### config.mk
export PLATFORM = sky130hd
export DESIGN_NAME = heartrate_meter
export DESIGN_NICKNAME = d
export VERILOG_FILES = /design/src/rtl/heartrate_meter_pkg.sv /design/src/rtl/heartrate_meter_sync_edge.sv /design/src/rtl/heartrate_meter.sv
export SDC_FILE = /design/constraint.sdc
export NUM_CORES = 1
export LEC_CHECK = 0
export ABC_CLOCK_PERIOD_IN_PS = 2150
export CAP_MARGIN = 20
export CORE_UTILIZATION = 35
export CTS_CLUSTER_DIAMETER = 50
export DETAILED_ROUTE_END_ITERATION = 10
export PLACE_DENSITY = 0.67
export SYNTH_ARGS = -nofsm -noshare
export SYNTH_HDL_FRONTEND = slang
export SYNTH_SLANG_ARGS = --single-unit
### constraint.sdc
create_clock -name clk -period 2.15 [get_ports clk]
set_clock_uncertainty 0.2 [all_clocks]
set_input_delay 0.43 -clock clk [delete_from_list [all_inputs] [get_ports clk]]
set_output_delay 0.43 -clock clk [all_outputs]
set_load 0.01 [all_outputs]
### src/rtl/heartrate_meter_pkg.sv
// heartrate_meter_pkg: shared definitions for the heartbeat tick measurement blocks.
//   - FSM state encodings (IDLE, MEASURE, LOCKED, LOST)
//   - period window / timeout derivation helpers (PMIN, PMAX, TMAX)
//   - period history depth used when HEARTRATE_METER_AVG_EN is defined
package heartrate_meter_pkg;

  // FSM state encodings, shared with future tick-related blocks
  localparam logic [1:0] ST_IDLE    = 2'd0;
  localparam logic [1:0] ST_MEASURE = 2'd1;
  localparam logic [1:0] ST_LOCKED  = 2'd2;
  localparam logic [1:0] ST_LOST    = 2'd3;

  // Depth of the optional period history (averaging divides by shifting)
  localparam int unsigned HIST_DEPTH = 4;

  // Expected period in clock cycles
  function automatic int unsigned calc_exp(input int unsigned clk_hz,
                                           input int unsigned exp_hz);
    return clk_hz / exp_hz;
  endfunction

  // Lower bound of the acceptable period window (truncating)
  function automatic int unsigned calc_pmin(input int unsigned exp_cyc,
                                            input int unsigned tol_pct);
    return 32'((64'(exp_cyc) * 64'(100 - tol_pct)) / 64'd100);
  endfunction

  // Upper bound of the acceptable period window (truncating)
  function automatic int unsigned calc_pmax(input int unsigned exp_cyc,
                                            input int unsigned tol_pct);
    return 32'((64'(exp_cyc) * 64'(100 + tol_pct)) / 64'd100);
  endfunction

  // Cycles without a beat before the stream is declared lost
  function automatic int unsigned calc_tmax(input int unsigned clk_hz,
                                            input int unsigned min_hz);
    return clk_hz / min_hz;
  endfunction

endpackage

### src/rtl/heartrate_meter_sync_edge.sv
// heartrate_meter_sync_edge: 2-FF synchronizer plus rising-edge detector.
// A high level of any length on async_in yields exactly one registered beat.
// Ports:
//   clk      in  system clock, rising edge
//   rst      in  asynchronous, active-high reset
//   async_in in  asynchronous pulse input
//   beat     out one-cycle strobe per rising edge of async_in (registered)
module heartrate_meter_sync_edge (
  input  logic clk,
  input  logic rst,
  input  logic async_in,
  output logic beat
);

  logic s1_q, s1_d;
  logic s2_q, s2_d;
  logic s3_q, s3_d;
  logic beat_q, beat_d;

  // Synchronizer shift, history stage and edge detect
  always_comb begin
    s1_d   = async_in;
    s2_d   = s1_q;
    s3_d   = s2_q;
    beat_d = s2_q & ~s3_q;
  end

  always_ff @(posedge clk or posedge rst) begin
    if (rst) begin
      s1_q   <= 1'b0;
      s2_q   <= 1'b0;
      s3_q   <= 1'b0;
      beat_q <= 1'b0;
    end else begin
      s1_q   <= s1_d;
      s2_q   <= s2_d;
      s3_q   <= s3_d;
      beat_q <= beat_d;
    end
  end

  assign beat = beat_q;

endmodule

### src/rtl/heartrate_meter.sv
// heartrate_meter: measures the period of an incoming pulse stream in clock
// cycles, checks it against EXP_HZ +/- TOL_PCT and flags loss of the stream
// after TMAX cycles without a beat.
// Optional feature macro: HEARTRATE_METER_AVG_EN (period output becomes the
// truncated mean of the last 4 raw periods; in_range/locked stay raw).
// Ports:
//   clk          in  system clock, rising edge
//   rst          in  asynchronous, active-high reset
//   pulse_in     in  asynchronous pulse stream, each rising edge is a beat
//   period       out last measured (or averaged) period in cycles
//   period_valid out one-cycle strobe when period/in_range update
//   in_range     out last raw period within [PMIN, PMAX]
//   locked       out stream present and last period in range
//   timeout      out no beat for TMAX cycles
module heartrate_meter
  import heartrate_meter_pkg::*;
#(
  parameter  int unsigned CLK_HZ  = 12000000,
  parameter  int unsigned EXP_HZ  = 1,
  parameter  int unsigned TOL_PCT = 10,
  parameter  int unsigned MIN_HZ  = 1,
  localparam int unsigned N       = $clog2(calc_tmax(CLK_HZ, MIN_HZ) + 1)
) (
  input  logic         clk,
  input  logic         rst,
  input  logic         pulse_in,
  output logic [N-1:0] period,
  output logic         period_valid,
  output logic         in_range,
  output logic         locked,
  output logic         timeout
);

  localparam int unsigned EXP  = calc_exp(CLK_HZ, EXP_HZ);
  localparam int unsigned PMIN = calc_pmin(EXP, TOL_PCT);
  localparam int unsigned PMAX = calc_pmax(EXP, TOL_PCT);
  localparam int unsigned TMAX = calc_tmax(CLK_HZ, MIN_HZ);

  logic         beat;

  logic [1:0]   state_q, state_d;
  logic [N-1:0] cnt_q, cnt_d;
  logic [N-1:0] period_q, period_d;
  logic         period_valid_q, period_valid_d;
  logic         in_range_q, in_range_d;
  logic         locked_q, locked_d;
  logic         timeout_q, timeout_d;

  logic         cnt_sat_c;
  logic         cnt_in_range_c;
  logic         strobe_c;

  // Beat extraction from the asynchronous pulse stream
  heartrate_meter_sync_edge u_sync_edge (
    .clk      (clk),
    .rst      (rst),
    .async_in (pulse_in),
    .beat     (beat)
  );

  assign cnt_sat_c      = (cnt_q == N'(TMAX));
  assign cnt_in_range_c = (cnt_q >= N'(PMIN)) && (cnt_q <= N'(PMAX));

  // Cycle counter: restarts at 1 on a beat so it equals the beat spacing
  always_comb begin
    cnt_d = cnt_q;
    if (beat) begin
      cnt_d = N'(1);
    end else if (!cnt_sat_c) begin
      cnt_d = cnt_q + N'(1);
    end
  end

  // Next-state and registered output logic; a beat wins over saturation
  always_comb begin
    state_d        = state_q;
    strobe_c       = 1'b0;
    in_range_d     = in_range_q;
    case (state_q)
      ST_IDLE, ST_LOST: begin
        if (beat) begin
          state_d = ST_MEASURE;
        end else if (cnt_sat_c) begin
          state_d = ST_LOST;
        end
      end
      ST_MEASURE, ST_LOCKED: begin
        if (beat) begin
          strobe_c   = 1'b1;
          in_range_d = cnt_in_range_c;
          state_d    = cnt_in_range_c ? ST_LOCKED : ST_MEASURE;
        end else if (cnt_sat_c) begin
          state_d = ST_LOST;
        end
      end
      default: begin
        state_d = ST_IDLE;
      end
    endcase
    period_valid_d = strobe_c;
    locked_d       = (state_d == ST_LOCKED);
    timeout_d      = (state_d == ST_LOST);
  end

`ifdef HEARTRATE_METER_AVG_EN
  localparam int unsigned SW = N + 2;

  logic [N-1:0]  hist_q [HIST_DEPTH];
  logic [N-1:0]  hist_d [HIST_DEPTH];
  logic          fill_q, fill_d;
  logic          restart_c;
  logic [SW-1:0] sum_c;

  assign restart_c = beat && ((state_q == ST_IDLE) || (state_q == ST_LOST));

  // History update: the first period after a restart fills every entry
  always_comb begin
    fill_d = fill_q;
    for (int i = 0; i < HIST_DEPTH; i++) begin
      hist_d[i] = hist_q[i];
    end
    if (restart_c) begin
      fill_d = 1'b1;
    end
    if (strobe_c) begin
      fill_d = 1'b0;
      for (int i = 0; i < HIST_DEPTH; i++) begin
        if (fill_q || (i == 0)) begin
          hist_d[i] = cnt_q;
        end else begin
          hist_d[i] = hist_q[i-1];
        end
      end
    end
    sum_c = SW'(hist_d[0]) + SW'(hist_d[1]) + SW'(hist_d[2]) + SW'(hist_d[3]);
    period_d = strobe_c ? sum_c[SW-1:2] : period_q;
  end

  always_ff @(posedge clk or posedge rst) begin
    if (rst) begin
      fill_q <= 1'b1;
      for (int i = 0; i < HIST_DEPTH; i++) begin
        hist_q[i] <= '0;
      end
    end else begin
      fill_q <= fill_d;
      for (int i = 0; i < HIST_DEPTH; i++) begin
        hist_q[i] <= hist_d[i];
      end
    end
  end
`else
  // Raw period captured on each strobe, held otherwise
  always_comb begin
    period_d = strobe_c ? cnt_q : period_q;
  end
`endif

  always_ff @(posedge clk or posedge rst) begin
    if (rst) begin
      state_q        <= ST_IDLE;
      cnt_q          <= '0;
      period_q       <= '0;
      period_valid_q <= 1'b0;
      in_range_q     <= 1'b0;
      locked_q       <= 1'b0;
      timeout_q      <= 1'b0;
    end else begin
      state_q        <= state_d;
      cnt_q          <= cnt_d;
      period_q       <= period_d;
      period_valid_q <= period_valid_d;
      in_range_q     <= in_range_d;
      locked_q       <= locked_d;
      timeout_q      <= timeout_d;
    end
  end

  assign period       = period_q;
  assign period_valid = period_valid_q;
  assign in_range     = in_range_q;
  assign locked       = locked_q;
  assign timeout      = timeout_q;

endmodule
# Yosys cells after proc, flatten, opt, wreduce, memory -nomap -nowiden
# Cells that the tools add are included.
# Widths: inputs -> output; s select.
dict set report word_totals {
  ff_bits 58
  in_bits 3
  out_inout_bits 28
  elab_cells 37
}
dict set report op_classes {
  add_sub_neg 1
  magnitude_cmp 2
  n_eq_ne 7
  n_mux 9
  bitwise 2
  n_reduce_logical 5
}
# op n
set ops {}
lappend ops {{$mux 24} 2}
lappend ops {{$add 24x1->24 const B} 1}
lappend ops {{$eq 24x24->1 const B} 1}
lappend ops {{$ge 24x24->1 const B} 1}
lappend ops {{$le 24x24->1 const B} 1}
lappend ops {{$eq 2x2->1 const B} 4}
lappend ops {{$mux 2} 4}
lappend ops {{$pmux 2 s2} 1}
lappend ops {{$reduce_or 2->1} 2}
lappend ops {{$eq 2x1->1 const B} 1}
lappend ops {{$logic_not 2->1} 1}
lappend ops {{$mux 1} 2}
lappend ops {{$ne 2x1->1 const B} 1}
lappend ops {{$reduce_and 2->1} 1}
lappend ops {{$and 1x1->1} 1}
lappend ops {{$logic_and 1x1->1} 1}
lappend ops {{$not 1->1} 1}

# Logic depth before layout (Yosys ltp)
# Gate-level depths: netlist of the first run.
dict set report logic_depth {
  word_depth 6
  mapped_depth 7
  mapped_depth_nobuf 6
}

# Modules after synthesis
# Synthesis of the first run repeated with hierarchy kept, for this count alone.
dict set report hier_totals {
  cells_unflattened 288
  area_unflattened_um2 2722.6
}
# mod instances cells_each area_each_um2 seq_area_each_um2
set by_module_without_submodules {}
lappend by_module_without_submodules {heartrate_meter 1 282 2605.0 1351.3}
lappend by_module_without_submodules {heartrate_meter_sync_edge 1 6 117.6 100.1}

# Worst setup path after synthesis of the first run
# Ideal clock, no wire load.
dict set report synth_path {
  path_type {reg-to-reg}
  from {register cnt_q[0]}
  to {register cnt_q[16]}
  setup_ns 0.077
  arrival_ns 1.884
  required_time_ns 1.873
  slack_ns -0.011
  path_stages_with_launch 7
  path_buffers 1
  synth_period_minus_slack_ns 2.161
  cell_sequence {dfrtp_1 ha_1 nand3_1 or4_4 buf_6 or3_1 a21oi_1}
}
dict set report synth_between {
  elab_chain_cells 3
  word_cells_on_any_way 5
  classes_between {add/sub (1); eq/ne (2); mux (2)}
}
# item line
set synth_rtl {}
lappend synth_rtl {{from (decl)} heartrate_meter.sv:42} ;# logic [N-1:0] cnt_q, cnt_d;
lappend synth_rtl {{from (signal assigned)} heartrate_meter.sv:170} ;# cnt_q <= cnt_d;
lappend synth_rtl {{$add 24x1->24} heartrate_meter.sv:70} ;# cnt_d = cnt_q + N'(1);
lappend synth_rtl {{$mux 24} heartrate_meter.sv:69} ;# end else if (!cnt_sat_c) begin
lappend synth_rtl {{$mux 24} heartrate_meter.sv:67} ;# if (beat) begin
# Several ways; a longest one is shown, not always the timed one. The select of a mux whose other input is x is not followed.
# A chain may end at the register's enable or synchronous reset.

# Final worst setup path of the first run
dict set report layout_path {
  from {register cnt_q[3]}
  to {register cnt_q[0]}
}
dict set report layout_between {
  elab_chain_cells 2
}
# item line
set layout_rtl {}
lappend layout_rtl {{$eq 24x24->1} heartrate_meter.sv:61} ;# assign cnt_sat_c = (cnt_q == N'(TMAX));
lappend layout_rtl {{$ne 2x1->1 (no line)} -}
# No other way between the ends.

==> out/summary.txt, run 1 <==
Layout Nets: 298
Worst-Skew Late Latency: 340 ps
Max Transition Viols Final: 0
Cts bufs inserted: 9
Synth Net Count: 245
Placed wire-length estimate: 4003 um
Htree depth: 3
Placer congestion estimate: 0.9199
Sequential element share of the synthesized area: 54.41%
Static Leak: 1.608 nW
Final Hold Vio Count: 0
Area grow syn2layout: 31.05%
# DRC: 0
Site row count: 31
Asr flop ratio synth: 100.0%
# IOs: 31
Max-Slew Margin vs Limit: 71.96%
Die width: 89.30 um
Synth top cells by count: dfrtp_1, nor2_1, mux2_2
Final period util: 96.20%
CP startpoint kind: flip-flop
Design Area, Final: 0.003496 mm^2
Initial antenna violation count: 0
Setup bufs post-CTS: 0
Delay-heaviest family, CP: simple AND/OR/NAND/NOR gates
Yosys warns: 0
GRT Util Overall: 16.18%
Worst Hold Class: flip-flop to flip-flop
Core area: 0.007292 mm^2
Netlist Area Pre-Place: 0.002668 mm^2
Post-route ant nets: 0
Top-area cell type share of the netlist area: 54.41%
Post-DR wirelength/cell: 14.00 um
Fraction of layout cells with a size suffix above 1: 25.50%
Worst slack at placement: 23.32 ps
CTS tree: yes
Area contributors post-synth: dfrtp_1, mux2_2, nor2_1
# setup viols final: 0
Min Tclk post-route: 2068 ps
Timing-limited maximum frequency: 483.5 MHz
CP peak stage delay: 570 ps
Top_reg_cell synth: dfrtp_1
Worst EP required: 2180 ps
Initial core utilization: 36.58%
CP cell instances: or4_4 > nor4_4 > nand4_2 > buf_4 > xnor2_1 > nand2b_1
Crit end category: flip-flop
Synth area leader: dfrtp_1
IO buf count: 30
Placed cell count: 381
ANT cells: 0
Post-layout utilization of the core: 47.94%
First DRT Iteration DRCs: 106
CTS Hold Bufs: 0
Crit path kind: flip-flop to flip-flop
Slowest CP cell: or4_4
Routed via count: 1,909
Fill cells: 706
Number of global-route vias before repair: 1,952
CTS sink count: 58
Crit path max fanout: 4
Total gr overflow: 0
Worst IR Drop VDD: 330.3 uV
Die area: 0.007974 mm^2
Status: completed
Clk buf depth: 2
Vias per cell: 4.809
CP arrival: 2090 ps
Synth Area per Inst: 11.11 um^2
Largest net degree at the start of global routing: 28
Worst-Margin Slew: 420.0 ps
Detailed Routing Iterations Pass 1: 4
Routed wire length: 5558 um
Clk root buf: clkbuf_8
Post-Synthesis Cells: 240
Layout Cells excl Fill: 397
Count leader, synth: dfrtp_1
Power per Cell Area: 737.9 mW/mm^2
Buffers & Inverters on Critical Path: 1
First-pass GRT wire length: 9418 um
Clock-pin slew on the worst setup and hold paths: 60 ps
Yosys cell types: 46
Die Ht: 89.30 um
MaxCap Viol Count: 0
Final Power: 2.579 mW
Yosys reg bits: 58
Final worst slack: 81.65 ps
Dpl cell area: 0.003258 mm^2
Number of synthesized flops with an enable pin: 0
==> worst register-to-register path, stage by stage (launching register included) <==
cell and delay [ps]:
dfrtp_1 390, or4_4 570, nor4_4 280, nand4_2 140, buf_4 180, xnor2_1 140
nand2b_1 70
==> through the flow <==
stage                     TNS (ps)  hold slack (ps)
after floorplan                  0            131.2
after global placement           0            134.7
after detailed placement         0            137.3
after CTS                        0            151.8
after global routing        -25.35            156.8
final                            0            148.8
==> what timing repair did <==
item | CTS | global route
hold endpoints to repair | 0 | 0
endpoints found under the setup margin | 0 | 7
gates resized for setup | 0 | 7
==> logic make-up (layout without fill, tap and decap cells) <==
logic type / Yosys count / count (layout) / share of synthesized area (%)
and+or+nand+nor: 91 / 91 / 19.89
DFF: 58 / 58 / 54.41
AOI/OAI and AO/OA: 28 / 28 / 6.145
buffers and inverters: 21 / 79 / 3.658
xor gates and xnor gates: 20 / 20 / 6.566
muxes: 20 / 20 / 8.396
adders and majority gates: 2 / 2 / 0.9379
==> registers in the layout, indices dropped and copies added, names as in the netlist <==
register,flops
cnt_q,24
in_range,1
locked,1
period,24
period_valid,1
state_q,2
timeout,1
u_sync_edge.beat,1
u_sync_edge.s1_q,1
u_sync_edge.s2_q,1
u_sync_edge.s3_q,1
==> worst paths after layout <==
check,startpoint,end,slack [ps],cells after the start
setup / recovery,cnt_q[3],cnt_q[0],80,6
max in group asynchronous,rst,cnt_q[16],1070,3
min in group asynchronous,rst,cnt_q[21],190,2
hold reg to reg,u_sync_edge.s1_q,u_sync_edge.s2_q,150,0
setup reg to reg,cnt_q[3],cnt_q[0],80,6
hold / removal,u_sync_edge.s1_q,u_sync_edge.s2_q,150,0
==> routing by layer <==
layer  part of all wire [%]  global-route usage [%]  routed length, um  vias to the layer above
met2                     45                   23.46               2476                       54
met5                      0                       0                  0                        -
met3                    5.9                   6.648                330                        9
met1                     48                   22.27               2674                      909
li1                       -                       -                  -                      937
met4                    1.4                   4.618                 77                        0
==> cell usage in the layout (no fill, tap or decap), types with 6 or more instances in the layout <==
cell type / netlist / final
a21oi_1: 6 / 6
and3_1: 6 / 6
buf_4: 2 / 23
clkbuf_8: 0 / 14
clkdlybuf4s50_1: 0 / 30
dfrtp_1: 58 / 57
inv_1: 7 / 6
mux2_2: 19 / 19
nand2_1: 17 / 17
nand3_1: 7 / 6
nor2_1: 24 / 24
nor3_1: 6 / 6
o21ai_0: 12 / 12
xnor2_1: 10 / 10
xor2_1: 10 / 10
==> final cells by class <==
type                            instances  area [um^2]  share of cell area (%)
Clock buffer                           15        196.4                   5.619
Inverter                                7        26.28                  0.7516
Clock inverter                          1        5.005                  0.1432
Timing Repair Buffer                   56        533.0                   15.25
Sequential cell                        58         1453                   41.55
Multi-Input combinational cell        161         1159                   33.14
Tap cell                               99        123.9                   3.543
==> where the power goes <==
group | leakage [nW] | switching (mW) | internal, mW | total [mW]
Sequential | 0.784 | 0.0526 | 1.16 | 1.21
Clock | 0.106 | 0.409 | 0.574 | 0.983
Combinational | 0.719 | 0.189 | 0.198 | 0.386
Note: power is estimated with default switching activity, not from simulation.
==> run 2, diff against run 1 <==
--- a/config.mk
+++ b/config.mk
@@ -5,10 +5,9 @@
 export SDC_FILE = /design/constraint.sdc
 export NUM_CORES = 1
 export LEC_CHECK = 0
-export ABC_CLOCK_PERIOD_IN_PS = 2150
+export ABC_CLOCK_PERIOD_IN_PS = 1700
 export CAP_MARGIN = 20
 export CORE_UTILIZATION = 35
-export CTS_CLUSTER_DIAMETER = 50
 export DETAILED_ROUTE_END_ITERATION = 10
 export PLACE_DENSITY = 0.67
 export SYNTH_ARGS = -nofsm -noshare
==> constraint.sdc (replaced) <==
create_clock -name clk -period 1.7 [get_ports clk]
set_clock_uncertainty 0.2 [all_clocks]
set_input_delay 0.34 -clock clk [delete_from_list [all_inputs] [get_ports clk]]
set_output_delay 0.34 -clock clk [all_outputs]
set_load 0.01 [all_outputs]
==> run 2 against run 1 <==
  * The run now ends with setup timing left
  * Clock-buffer cell count down 3
  * Setup slack lost 470 ps
  * Global-route usage grew 1.3 points
  * Via count is 12% higher
  * Wire length is 10% higher
  * Critical path type unchanged
  * Highest routed layer unchanged
==> out/summary.txt, run 2 (same netlist as run 1, synthesis figures left out) <==
Final Hold Vio Count: 0 (unchanged)
RSZ-0062 raised after global routing: yes
Delay-heaviest family, CP: simple AND/OR/NAND/NOR gates (unchanged)
Die Ht: 89.30 um (unchanged)
# DRC: 0 (unchanged)
Site row count: 31 (unchanged)
Design Area, Final: 0.003891 mm^2 (was 0.003496 mm^2)
Placed wire-length estimate: 4283 um (was 4003 um)
Dpl cell area: 0.003581 mm^2 (was 0.003258 mm^2)
Static Leak: 2.022 nW (was 1.608 nW)
Area grow syn2layout: 45.87% (was 31.05%)
GRT Util Overall: 17.48% (was 16.18%)
Final worst slack: -389.7 ps (was 81.65 ps)
Post-route ant nets: 0 (unchanged)
Post-layout utilization of the core: 53.36% (was 47.94%)
Max Transition Viols Final: 0 (unchanged)
Worst-Skew Late Latency: 340 ps (about the same)
Vias per cell: 4.911 (was 4.809)
Final period util: 122.9% (was 96.20%)
First DRT Iteration DRCs: 92 (was 106)
Crit end category: flip-flop (unchanged)
Failing checks: setup timing
Clock-pin slew on the worst setup and hold paths: 60 ps (about the same)
Most frequent cells in the layout: buf_4, dfrtp_1, dlygate4sd2_1, nor2_1, mux2_2 (was dfrtp_1, clkdlybuf4s50_1, nor2_1, buf_4, mux2_2)
Cts bufs inserted: 9 (unchanged)
Clk buf depth: 2 (unchanged)
Fill cells: 656 (was 706)
CP cell instances: or4_4 > nor4_4 > nand4_2 > buf_6 > xnor2_2 > nand2b_1 (was or4_4 > nor4_4 > nand4_2 > buf_4 > xnor2_1 > nand2b_1)
Worst EP required: 1730 ps (was 2180 ps)
Layout Nets: 338 (was 298)
Timing-limited maximum frequency: 478.5 MHz (was 483.5 MHz)
CTS tree: yes (unchanged)
Initial core utilization: 36.58% (unchanged)
Routed via count: 2,141 (was 1,909)
Crit path max fanout: 3 (was 4)
Max-Slew Margin vs Limit: 77.90% (was 71.96%)
Die area: 0.007974 mm^2 (unchanged)
CP peak stage delay: 560 ps (was 570 ps)
Clk root buf: clkbuf_8 (unchanged)
Number of global-route vias before repair: 2,085 (was 1,952)
Largest net degree at the start of global routing: 59 (was 28)
Placed cell count: 416 (was 381)
IO buf count: 30 (unchanged)
ANT cells: 0 (unchanged)
Worst IR Drop VDD: 361.3 uV (was 330.3 uV)
Commonest non-fill, non-tap cell in the layout: buf_4 (was dfrtp_1)
Die width: 89.30 um (unchanged)
CTS Hold Bufs: 0 (unchanged)
Detailed Routing Iterations Pass 1: 4 (unchanged)
Placer congestion estimate: 0.8203 (was 0.9199)
Total gr overflow: 0 (unchanged)
Core area: 0.007292 mm^2 (unchanged)
Min Tclk post-route: 2090 ps (was 2068 ps)
Layout Cells excl Fill: 436 (was 397)
Initial antenna violation count: 0 (unchanged)
MaxCap Viol Count: 0 (unchanged)
Post-DR wirelength/cell: 14.03 um (was 14.00 um)
Buffers & Inverters on Critical Path: 1 (unchanged)
Slowest CP cell: or4_4 (unchanged)
Routed wire length: 6115 um (was 5558 um)
Power per Cell Area: 829.8 mW/mm^2 (was 737.9 mW/mm^2)
Status: finished, violations left (was completed)
CP arrival: 2120 ps (was 2090 ps)
Crit path kind: flip-flop to flip-flop (unchanged)
Worst-Margin Slew: 327.4 ps (was 420.0 ps)
# setup viols final: 22 (was 0)
CP startpoint kind: flip-flop (unchanged)
# IOs: 31 (unchanged)
Htree depth: 3 (unchanged)
Fraction of layout cells with a size suffix above 1: 40.36% (was 25.50%)
CTS sink count: 58 (unchanged)
First-pass GRT wire length: 10,160 um (was 9418 um)
Worst Hold Class: flip-flop to flip-flop (unchanged)
[run 2: cell count changes in the layout (fill, tap and decap cells not counted), sizes merged]
cell	delta
clkinv	+2
clkbuf	-3
inv	-1
clkdlybuf4s50	-28
buf	+40
dlygate4sd2	+28
clkinvlp	+1
[run 2: area by class of cell]
cell class | count | area [um^2] | share of cell area, %
Clock buffer | 12 | 155.1 | 3.987
Clock inverter | 3 | 15.01 | 0.3859
Inverter | 7 | 30.03 | 0.7717
Multi-Input combinational cell | 161 | 1306 | 33.57
Sequential cell | 58 | 1458 | 37.46
Tap cell | 99 | 123.9 | 3.183
Timing Repair Buffer | 96 | 803.3 | 20.64
[run 2: routing by layer]
layer	global-route usage, %	part of all wire (%)	vias to the layer above
li1	-	-	1020
met1	22.83	44	1063
met2	27.69	49	47
met3	3.601	5.2	11
met4	8.658	2.0	0
met5	0	0	-
[run 2: per-stage QoR]
stage / hold slack (ps) / setup slack, ps / power (mW) / setup TNS [ps]
floorplan: 131.2 / -362.1 / 1.854 / -3580
global placement: 140.8 / -342.0 / 2.116 / -4184
detailed placement: 141.1 / -379.9 / 2.142 / -4859
CTS: 154.5 / -372.5 / 3.246 / -5205
global route: 167.8 / -510.7 / 3.391 / -7236
finish: 149.7 / -389.7 / 3.229 / -5119
[run 2: worst paths after layout]
check	slack, ps	cells after the start	from	end
setup reg to reg	-390	6	cnt_q[3]	cnt_q[0]
hold reg to reg	150	0	u_sync_edge.s1_q	u_sync_edge.s2_q
setup / recovery	-390	6	cnt_q[3]	cnt_q[0]
max in group asynchronous	820	3	rst	cnt_q[0]
hold / removal	150	0	u_sync_edge.s1_q	u_sync_edge.s2_q
min in group asynchronous	230	3	rst	cnt_q[13]
[run 2: timing repair]
action / CTS / global route
resized for setup: 31 / 27
buffers inserted: 1 / 4
gates cloned: 0 / 0
endpoints found under the setup margin: 48 / 41
pin swaps: 2 / 9
[run 2: report_power, final]
part / internal, mW / leakage, nW / switching, mW / total (mW)
clock network: 0.592 / 0.0920 / 0.512 / 1.10
registers: 1.47 / 0.779 / 0.0699 / 1.54
logic: 0.297 / 1.15 / 0.289 / 0.586
total: 2.36 / 2.02 / 0.871 / 3.23
